**src/rtl/uart_pkg.sv**
```systemverilog
// Shared types and constants for the UART frame parser slice.
package uart_pkg;

  typedef enum logic [2:0] {
    ST_IDLE    = 3'd0,
    ST_CMD     = 3'd1,
    ST_LEN     = 3'd2,
    ST_PAYLOAD = 3'd3,
    ST_CSUM    = 3'd4,
    ST_HOLD    = 3'd5
  } parser_state_t;

  typedef enum logic [1:0] {
    ERR_NONE    = 2'b00,
    ERR_LEN     = 2'b01,
    ERR_CSUM    = 2'b10,
    ERR_TIMEOUT = 2'b11
  } err_code_t;

  localparam logic [7:0] DEFAULT_SYNC_BYTE = 8'hA5;

endpackage

```
**src/rtl/uart_timeout_ctr.sv**
```systemverilog
// Inter-byte gap counter: counts while enabled, restarts on clear, flags the last allowed cycle.
module uart_timeout_ctr #(
  parameter int unsigned LIMIT = 266
) (
  input  logic i_clk,
  input  logic i_rst_n,
  input  logic i_clear,
  input  logic i_enable,
  output logic o_expire
);

  localparam int unsigned W = (LIMIT > 1) ? $clog2(LIMIT) : 1;

  logic [W-1:0] r_cnt;

  // A byte arriving in the final cycle clears the counter, so it beats the expiry.
  assign o_expire = i_enable && !i_clear && (r_cnt == W'(LIMIT - 1));

  always_ff @(posedge i_clk or negedge i_rst_n) begin
    if (!i_rst_n) begin
      r_cnt <= '0;
    end else if (i_clear || !i_enable) begin
      r_cnt <= '0;
    end else if (!o_expire) begin
      r_cnt <= r_cnt + W'(1);
    end
  end

endmodule

```
**src/rtl/uart_rx_frame_parser.sv**
```systemverilog
// Parses SYNC/CMD/LEN/payload/XOR-checksum frames from a received-byte strobe and
// holds each good frame in a local buffer until the consumer acknowledges it.
module uart_rx_frame_parser
  import uart_pkg::*;
#(
  parameter int unsigned BAUD_RATE     = 1500000,
  parameter int unsigned CLOCK_FREQ    = 10000000,
  parameter logic [7:0]  SYNC_BYTE     = DEFAULT_SYNC_BYTE,
  parameter int unsigned MAX_LEN       = 16,
  parameter int unsigned TIMEOUT_BYTES = 4,
  localparam int unsigned LW = $clog2(MAX_LEN + 1),
  localparam int unsigned AW = (MAX_LEN > 1) ? $clog2(MAX_LEN) : 1
) (
  input  logic          clk_int,
  input  logic          uart_reset,
  input  logic [7:0]    rx_data,
  input  logic          rx_valid,
  input  logic          frm_ack,
  input  logic [AW-1:0] rd_addr,
  output logic [7:0]    rd_data,
  output logic [7:0]    frm_cmd,
  output logic [LW-1:0] frm_len,
  output logic          frm_done,
  output logic          frm_err,
  output logic [1:0]    err_code,
  output logic          ovr,
  output logic          busy,
  output parser_state_t dbg_state
);

  localparam int unsigned TIMEOUT_CYC =
    int'((64'(TIMEOUT_BYTES) * 64'd10 * 64'(CLOCK_FREQ)) / 64'(BAUD_RATE));

  // Handshake: rx_valid is a one-cycle strobe with no back-pressure; a held frame is
  // released by frm_ack, and bytes arriving while held are dropped and reported on ovr.

  parser_state_t r_state, w_next;
  err_code_t     r_err_code, w_err_code;
  logic          w_done, w_err, w_ovr;
  logic          r_frm_done, r_frm_err, r_ovr;
  logic [7:0]    r_frm_cmd;
  logic [LW-1:0] r_frm_len;
  logic [7:0]    r_csum;
  logic [AW-1:0] r_idx;
  logic [7:0]    r_buf [0:MAX_LEN-1];
  logic          w_timed, w_expire;

  assign w_timed = (r_state == ST_CMD) || (r_state == ST_LEN) ||
                   (r_state == ST_PAYLOAD) || (r_state == ST_CSUM);

  uart_timeout_ctr #(.LIMIT(TIMEOUT_CYC)) u_timeout (
    .i_clk    (clk_int),
    .i_rst_n  (uart_reset),
    .i_clear  (rx_valid),
    .i_enable (w_timed),
    .o_expire (w_expire)
  );

  always_comb begin
    w_next     = r_state;
    w_done     = 1'b0;
    w_err      = 1'b0;
    w_ovr      = 1'b0;
    w_err_code = r_err_code;
    case (r_state)
      ST_IDLE: begin
        if (rx_valid && rx_data == SYNC_BYTE) w_next = ST_CMD;
      end
      ST_CMD: begin
        if (rx_valid) w_next = ST_LEN;
      end
      ST_LEN: begin
        if (rx_valid) begin
          if (rx_data > 8'(MAX_LEN)) begin
            w_next     = ST_IDLE;
            w_err      = 1'b1;
            w_err_code = ERR_LEN;
          end else if (rx_data == 8'd0) begin
            w_next = ST_CSUM;
          end else begin
            w_next = ST_PAYLOAD;
          end
        end
      end
      ST_PAYLOAD: begin
        if (rx_valid && (LW'(r_idx) == (r_frm_len - LW'(1)))) w_next = ST_CSUM;
      end
      ST_CSUM: begin
        if (rx_valid) begin
          if (rx_data == r_csum) begin
            w_next = ST_HOLD;
            w_done = 1'b1;
          end else begin
            w_next     = ST_IDLE;
            w_err      = 1'b1;
            w_err_code = ERR_CSUM;
          end
        end
      end
      ST_HOLD: begin
        w_ovr = rx_valid;
        if (frm_ack) w_next = ST_IDLE;
      end
      default: w_next = ST_IDLE;
    endcase
    // Expiry is only raised when no byte arrived, so it never collides with the cases above.
    if (w_expire) begin
      w_next     = ST_IDLE;
      w_err      = 1'b1;
      w_err_code = ERR_TIMEOUT;
    end
  end

  always_ff @(posedge clk_int or negedge uart_reset) begin
    if (!uart_reset) begin
      r_state    <= ST_IDLE;
      r_err_code <= ERR_NONE;
      r_frm_done <= 1'b0;
      r_frm_err  <= 1'b0;
      r_ovr      <= 1'b0;
      r_frm_cmd  <= '0;
      r_frm_len  <= '0;
      r_csum     <= '0;
      r_idx      <= '0;
    end else begin
      r_state    <= w_next;
      r_err_code <= w_err_code;
      r_frm_done <= w_done;
      r_frm_err  <= w_err;
      r_ovr      <= w_ovr;
      if (rx_valid) begin
        case (r_state)
          ST_CMD: begin
            r_frm_cmd <= rx_data;
            r_csum    <= rx_data;
          end
          ST_LEN: begin
            if (rx_data <= 8'(MAX_LEN)) begin
              r_frm_len <= rx_data[LW-1:0];
              r_csum    <= r_csum ^ rx_data;
              r_idx     <= '0;
            end
          end
          ST_PAYLOAD: begin
            r_csum <= r_csum ^ rx_data;
            r_idx  <= r_idx + AW'(1);
          end
          default: ;
        endcase
      end
    end
  end

  // Payload storage is deliberately left without reset.
  always_ff @(posedge clk_int) begin
    if (rx_valid && r_state == ST_PAYLOAD) r_buf[r_idx] <= rx_data;
  end

  assign rd_data   = r_buf[rd_addr];
  assign frm_cmd   = r_frm_cmd;
  assign frm_len   = r_frm_len;
  assign frm_done  = r_frm_done;
  assign frm_err   = r_frm_err;
  assign err_code  = r_err_code;
  assign ovr       = r_ovr;
  assign busy      = (r_state != ST_IDLE);
  assign dbg_state = r_state;

endmodule
```
**config.mk**
```make
export PLATFORM = sky130hd
export DESIGN_NAME = uart_rx_frame_parser
export DESIGN_NICKNAME = d
export VERILOG_FILES = /design/src/rtl/uart_pkg.sv /design/src/rtl/uart_timeout_ctr.sv /design/src/rtl/uart_rx_frame_parser.sv
export SDC_FILE = /design/constraint.sdc
export NUM_CORES = 1
export LEC_CHECK = 0
export ABC_AREA = 1
export CAP_MARGIN = 0
export CORE_ASPECT_RATIO = 1.75
export CORE_UTILIZATION = 25
export DETAILED_ROUTE_END_ITERATION = 10
export SYNTH_ARGS = -nofsm -noshare
export SYNTH_HDL_FRONTEND = slang
export SYNTH_SLANG_ARGS = --single-unit
```
**constraint.sdc**
```tcl
create_clock -name clk_int -period 2.92 [get_ports clk_int]
set_clock_uncertainty 0.2 [all_clocks]
set_input_delay 0.438 -clock clk_int [delete_from_list [all_inputs] [get_ports clk_int]]
set_output_delay 0.438 -clock clk_int [all_outputs]
set_load 0.01 [all_outputs]
```
* After elaboration in Yosys (flattened, before gate mapping)
Memories as Yosys holds them, arrays and structs flattened.
Index checks and enable logic that the tools add are counted.
** Operators by class
- Add/subtract/negate cells :: 3
- $mul :: 0
- Div/mod/pow operators :: 0
- Magnitude comparators :: 2
- Equality and inequality tests :: 19
- Shifts and indexed selects :: 0
- Multiplexer cells :: 35
- Bitwise gates (word level) :: 1
- Reductions and logical operators :: 23
** Operators with widths (count)
- $mux W3 :: 10
- $pmux W8 S3 :: 1
- $mux W9 :: 2
- $ne A3 B2 Y1 const B :: 6
- $pmux W3 S6 :: 1
- $mux W1 :: 11
- $mux W2 :: 5
- $add A9 B1 Y9 const B :: 1
- $eq A9 B9 Y1 const B :: 1
- $reduce_and A3 Y1 :: 3
- $reduce_bool A3 Y1 :: 3
- $eq A8 B8 Y1 :: 1
- $eq A8 B8 Y1 const B :: 1
- $gt A8 B5 Y1 const B :: 1
- $le A8 B5 Y1 const B :: 1
- $logic_not A8 Y1 :: 1
- $mux W8 :: 1
- $pmux W4 S2 :: 1
- $xor A8 B8 Y8 :: 1
- $eq A3 B2 Y1 const B :: 2
- $eq A3 B3 Y1 const B :: 2
- $ne A3 B1 Y1 const B :: 2
- $reduce_and A6 Y1 :: 1
- $eq A4 B5 Y1 :: 1
- other kinds (15) :: 23
** Storage, ports and cells
- Register bits :: 42
- Latch bits :: 0
- RAM bits :: 128
- ROM bits :: 0
- Bits of input ports :: 16
- Output and inout bits :: 30
- Word-level logic and storage cells :: 94
- Memories kept :: 1
** Memory list
- r_buf :: words 16, bits a word 8, read ports 1, clocked after Yosys merged registers in 0, write ports 1, RTL line uart_rx_frame_parser.sv:45 : logic [7:0] r_buf [0:MAX_LEN-1];

* Depth between registers and ports, before layout
- Depth after elaboration :: 8
- Mapped depth :: 15

* By module
From an unflattened synthesis, not the netlist that was laid out.
** Unflattened totals
- Cell total of the unflattened synthesis :: 712
- Area total of the unflattened synthesis :: 7663.6 um^2
** By module, submodules not included
- uart_rx_frame_parser :: instances 1, cells an instance 637, area each 7128.1 um^2
- uart_timeout_ctr :: instances 1, cells an instance 75, area each 535.5 um^2

* Worst setup path before layout
OpenSTA, ideal clock, no wires.
- Kind :: flip-flop to flip-flop
- Start point :: reg r_state[1], in the netlist dbg_state[1]
- End point :: mem r_buf[0][0] (enable)
- Arrival :: 1.584 ns
- Slack :: 0.766 ns
- Stages on the path, launching flop included :: 10
- Cells stage by stage :: dfrtp_1 inv_2 nor2_2 buf_4 inv_2 nor2_4 inv_2 nor2_4 nand2_2 nor2_1
** On the way
- Longest elaborated chain between the ends :: 4
** RTL lines
- from (decl) :: RTL line uart_rx_frame_parser.sv:37 : parser_state_t r_state, w_next;
- from (signal assigned) :: RTL line uart_rx_frame_parser.sv:126 : r_state <= w_next;
- $eq A3 B2 Y1 :: RTL line uart_rx_frame_parser.sv:156 : if (rx_valid && r_state == ST_PAYLOAD) r_buf[r_idx] <= rx_data;
- $logic_and A1 B1 Y1 :: RTL line uart_rx_frame_parser.sv:156
- $mux W1 :: RTL line uart_rx_frame_parser.sv:156
- $mux W1 (implied by the code) :: RTL line uart_rx_frame_parser.sv:156
- to (decl) :: RTL line uart_rx_frame_parser.sv:45
No other way between the ends.

* Worst setup path in the final report
- Start point :: in rd_addr[0]
- End point :: out rd_data[1]
** On the way
- Longest elaborated chain between the ends :: 1
** RTL lines
- from (decl) :: RTL line uart_rx_frame_parser.sv:19 : input logic [AW-1:0] rd_addr,
- $mem_v2 Z16 W8
- to (decl) :: RTL line uart_rx_frame_parser.sv:20 : output logic [7:0] rd_data,
No other way between the ends.

==> metrics <==
syn nets=712; Core ar.=30000 sq um; post-detail-place hpwl=about 14 mm; Worst-path clk slew=70 ps; fin crit period=approximately 2700 ps; largest net degree at the start of global routing=43; Synth Cell Area=7600 sq um; Hold WS=-11.1 ps; IO Port Bufs=45; Yosys top cell area share=50.6%; total gr overflow=0; DR DRC count=0; unrepaired setup endpoints after global routing=false; reg2reg path depth=12; final net count=around 790; total track usage=13.3%; Mean Syn Cell Area=11.0 sq um; peak supply drop=about 480 uV; Die X=~130 microns; effective utilization at floorplan=approximately 25%; layout cell share with drive strength beyond 1=12.9%; highest clock rate=roughly 0.36 GHz; sequential-to-total area share from yosys stat=64.4%; diode count=0; routed wire length=19.8 mm; Die Y=between 200 and 250 microns; clock sink count=170; period utilization=between 90% and 100%; CP Class=in -> out; routed vias=5220; Root Driver=clkbuf_16; number of antenna-violating nets in the routed design=0; count of cell types in the netlist=32; Tot Pwr=slightly below 7 mW; DR WL/cell=16.9 microns; first-pass GRT wire length=between 30 and 40 mm; setup TNS=0 ps; CP endpoint kind=output pin; Final Hold Vio Count=35; DP Worst Slack=-44.7 ps; Startpoint Class=input port; Synth area leaders=edfxtp_1 51%, dfrtp_1 14%, nand2_1 5.5%; Worst Path Arrival=2100 ps; vias in the first global route=5293; yosys synthesis warning count=0; Req. time, crit path=around 2300 ps; I/O pin count=46; CTS Buffer Depth=2; failing checks=hold timing; worst-margin pin slew=1000 ps; Max-slew headroom=between 30% and 40%; post-route setup slack=179 ps; Mapped Cells=between 600 and 700; area post-placement=8800 sq um; Max Cap Viol=0; DRT Pass-1 Iters=4; H-tree levels=4; DR iter-0 viols=between 300 and 400; Leak=3.71 nW; Skew-Pair Late Insertion Delay=430 ps; Rows=84; vias per inst=between 4 and 5; HP Class=in -> async; number of synthesized register bits=170; CTS tree=yes; initial antenna violation count=0; Setup violations, final=0; status=finished with violations; die area=31100 sq um; Placer Congestion=0.827; Synth area leader=edfxtp_1; Crit Path Max Fanout=15; fin. max-slew vios=0; area added between synthesis and finish=23.9%; PD cells=733 nW/um^2; CTS Buf Count=17; Post-CTS Setup Inserts=0; Design Area, Final=9420 sq um
-- path summary, 6_finish.rpt --
check / startpoint / end / slack (ps)
worst max register to register: frm_len[0]$_DFFE_PN0P_ / dbg_state[1]$_DFFE_PN0P_ / 810
worst max-delay path: rd_addr[0] / rd_data[1] / 180
worst min register to register: frm_cmd[6]$_DFFE_PN0P_ / frm_cmd[6]$_DFFE_PN0P_ / 300
max in group asynchronous: uart_reset / r_idx[2]$_DFFE_PN0P_ / 1910
min in group clk_int: frm_cmd[6]$_DFFE_PN0P_ / frm_cmd[6]$_DFFE_PN0P_ / 300
worst min-delay path: uart_reset / frm_cmd[3]$_DFFE_PN0P_ / -10
-- synth_stat cells --
library cell,instances
edfxtp_1,128
nand2_1,112
inv_1,71
dfrtp_1,42
nor2_1,42
o21ai_0,41
o211ai_1,40
a21oi_1,37
nand3_1,37
mux2i_1,32
o21ai_1,19
clkbuf_1,14
buf_2,9
inv_2,9
ha_1,7
nand2_2,7
nor3_1,7
xor2_1,6
nand4_1,5
buf_4,4
o21a_1,4
nor2_2,3
nor2_4,3
nor4_1,2
a21oi_4,1
buf_1,1
nand3b_1,1
nor3b_1,1
o21ai_2,1
o31ai_1,1
or2_2,1
xnor2_1,1
-- critical path, stage by stage --
cell and delay [ps]:
buf_4 270, buf_4 210, mux2i_1 350, o211ai_1 130
nand3_1 90, nand2_1 110, clkdlybuf4s50_1 500
-- metal layers --
| layer | GRT usage, % | up-vias | wire, microns |
|---|---|---|---|
| met1 | 13.5 | 2516 | 7470 |
| met3 | 2.24 | 28 | 505 |
| met4 | 6.78 | 0 | 648 |
| li1 | - | 2562 | - |
| met5 | 0 | - | 0 |
| met2 | 25.6 | 114 | 11200 |
-- what timing repair did --
item,CTS,global route
endpoints found under the setup margin,5,6
resized for setup,5,3
hold buffers,0,0
cloned,0,1
pin swaps,0,0
-- power by group --
group / leakage [nW] / total, mW / switching (mW) / internal [mW]
Combinational: 1.73 / 1.62 / 0.947 / 0.676
Sequential: 1.69 / 3.02 / 0.186 / 2.83
Clock: 0.286 / 2.27 / 0.986 / 1.28
-- flip-flops by register name (all words and copies together), names as in the netlist --
register,cells
r_csum,8
frm_cmd,8
dbg_state,3
ovr,1
u_timeout.r_cnt,9
r_buf,128
r_idx,4
frm_done,1
frm_len,5
err_code,2
frm_err,1
-- layout by cell type, fill, tap and decap left out, drive strengths merged, types with 2 or more instances in the layout --
master           n
nand3           37
nor3             7
dlygate4sd2      2
clkbuf          19
o21ai           61
clkdlybuf4s50   38
o21a             4
nand4            5
nor2            48
dlymetal6s2s     3
nand2          119
o211ai          40
inv             86
bufinv           2
a21oi           38
clkinv           5
nor4             2
buf             45
edfxtp         128
ha               7
xor2             6
mux2i           32
dfrtp           42
-- through the flow --
stage	hold WS, ps	instances	utilization (%)
after floorplan	-57.6	689	-
after global placement	281	1136	29.4
after detailed placement	283	1136	29.4
after CTS	15.2	1168	31.3
after global routing	58.1	1169	31.4
final	-11.1	1169	31.4
-- cells by family (layout without fill, tap and decap cells) --
logic type / count (synthesis) / after routing / synth area share, %
simple gates: 221 / 221 / 12.6
flops: 170 / 170 / 64.4
compound gates: 144 / 144 / 11.2
buf+inv: 108 / 201 / 5.68
mux: 32 / 32 / 4.21
fa+ha+maj: 7 / 7 / 1.15
xor+xnor: 7 / 7 / 0.806
-- cell type report --
type,instances,area [sq um]
Clock buffer,18,429
Inverter,80,300
Clock inverter,14,161
Multi-Input combinational cell,411,2280
Sequential cell,170,4890
Timing Repair Buffer,89,871
Tap cell,387,484
Fill cell,3045,20500
No activity file was read; power rests on OpenSTA's default activity.
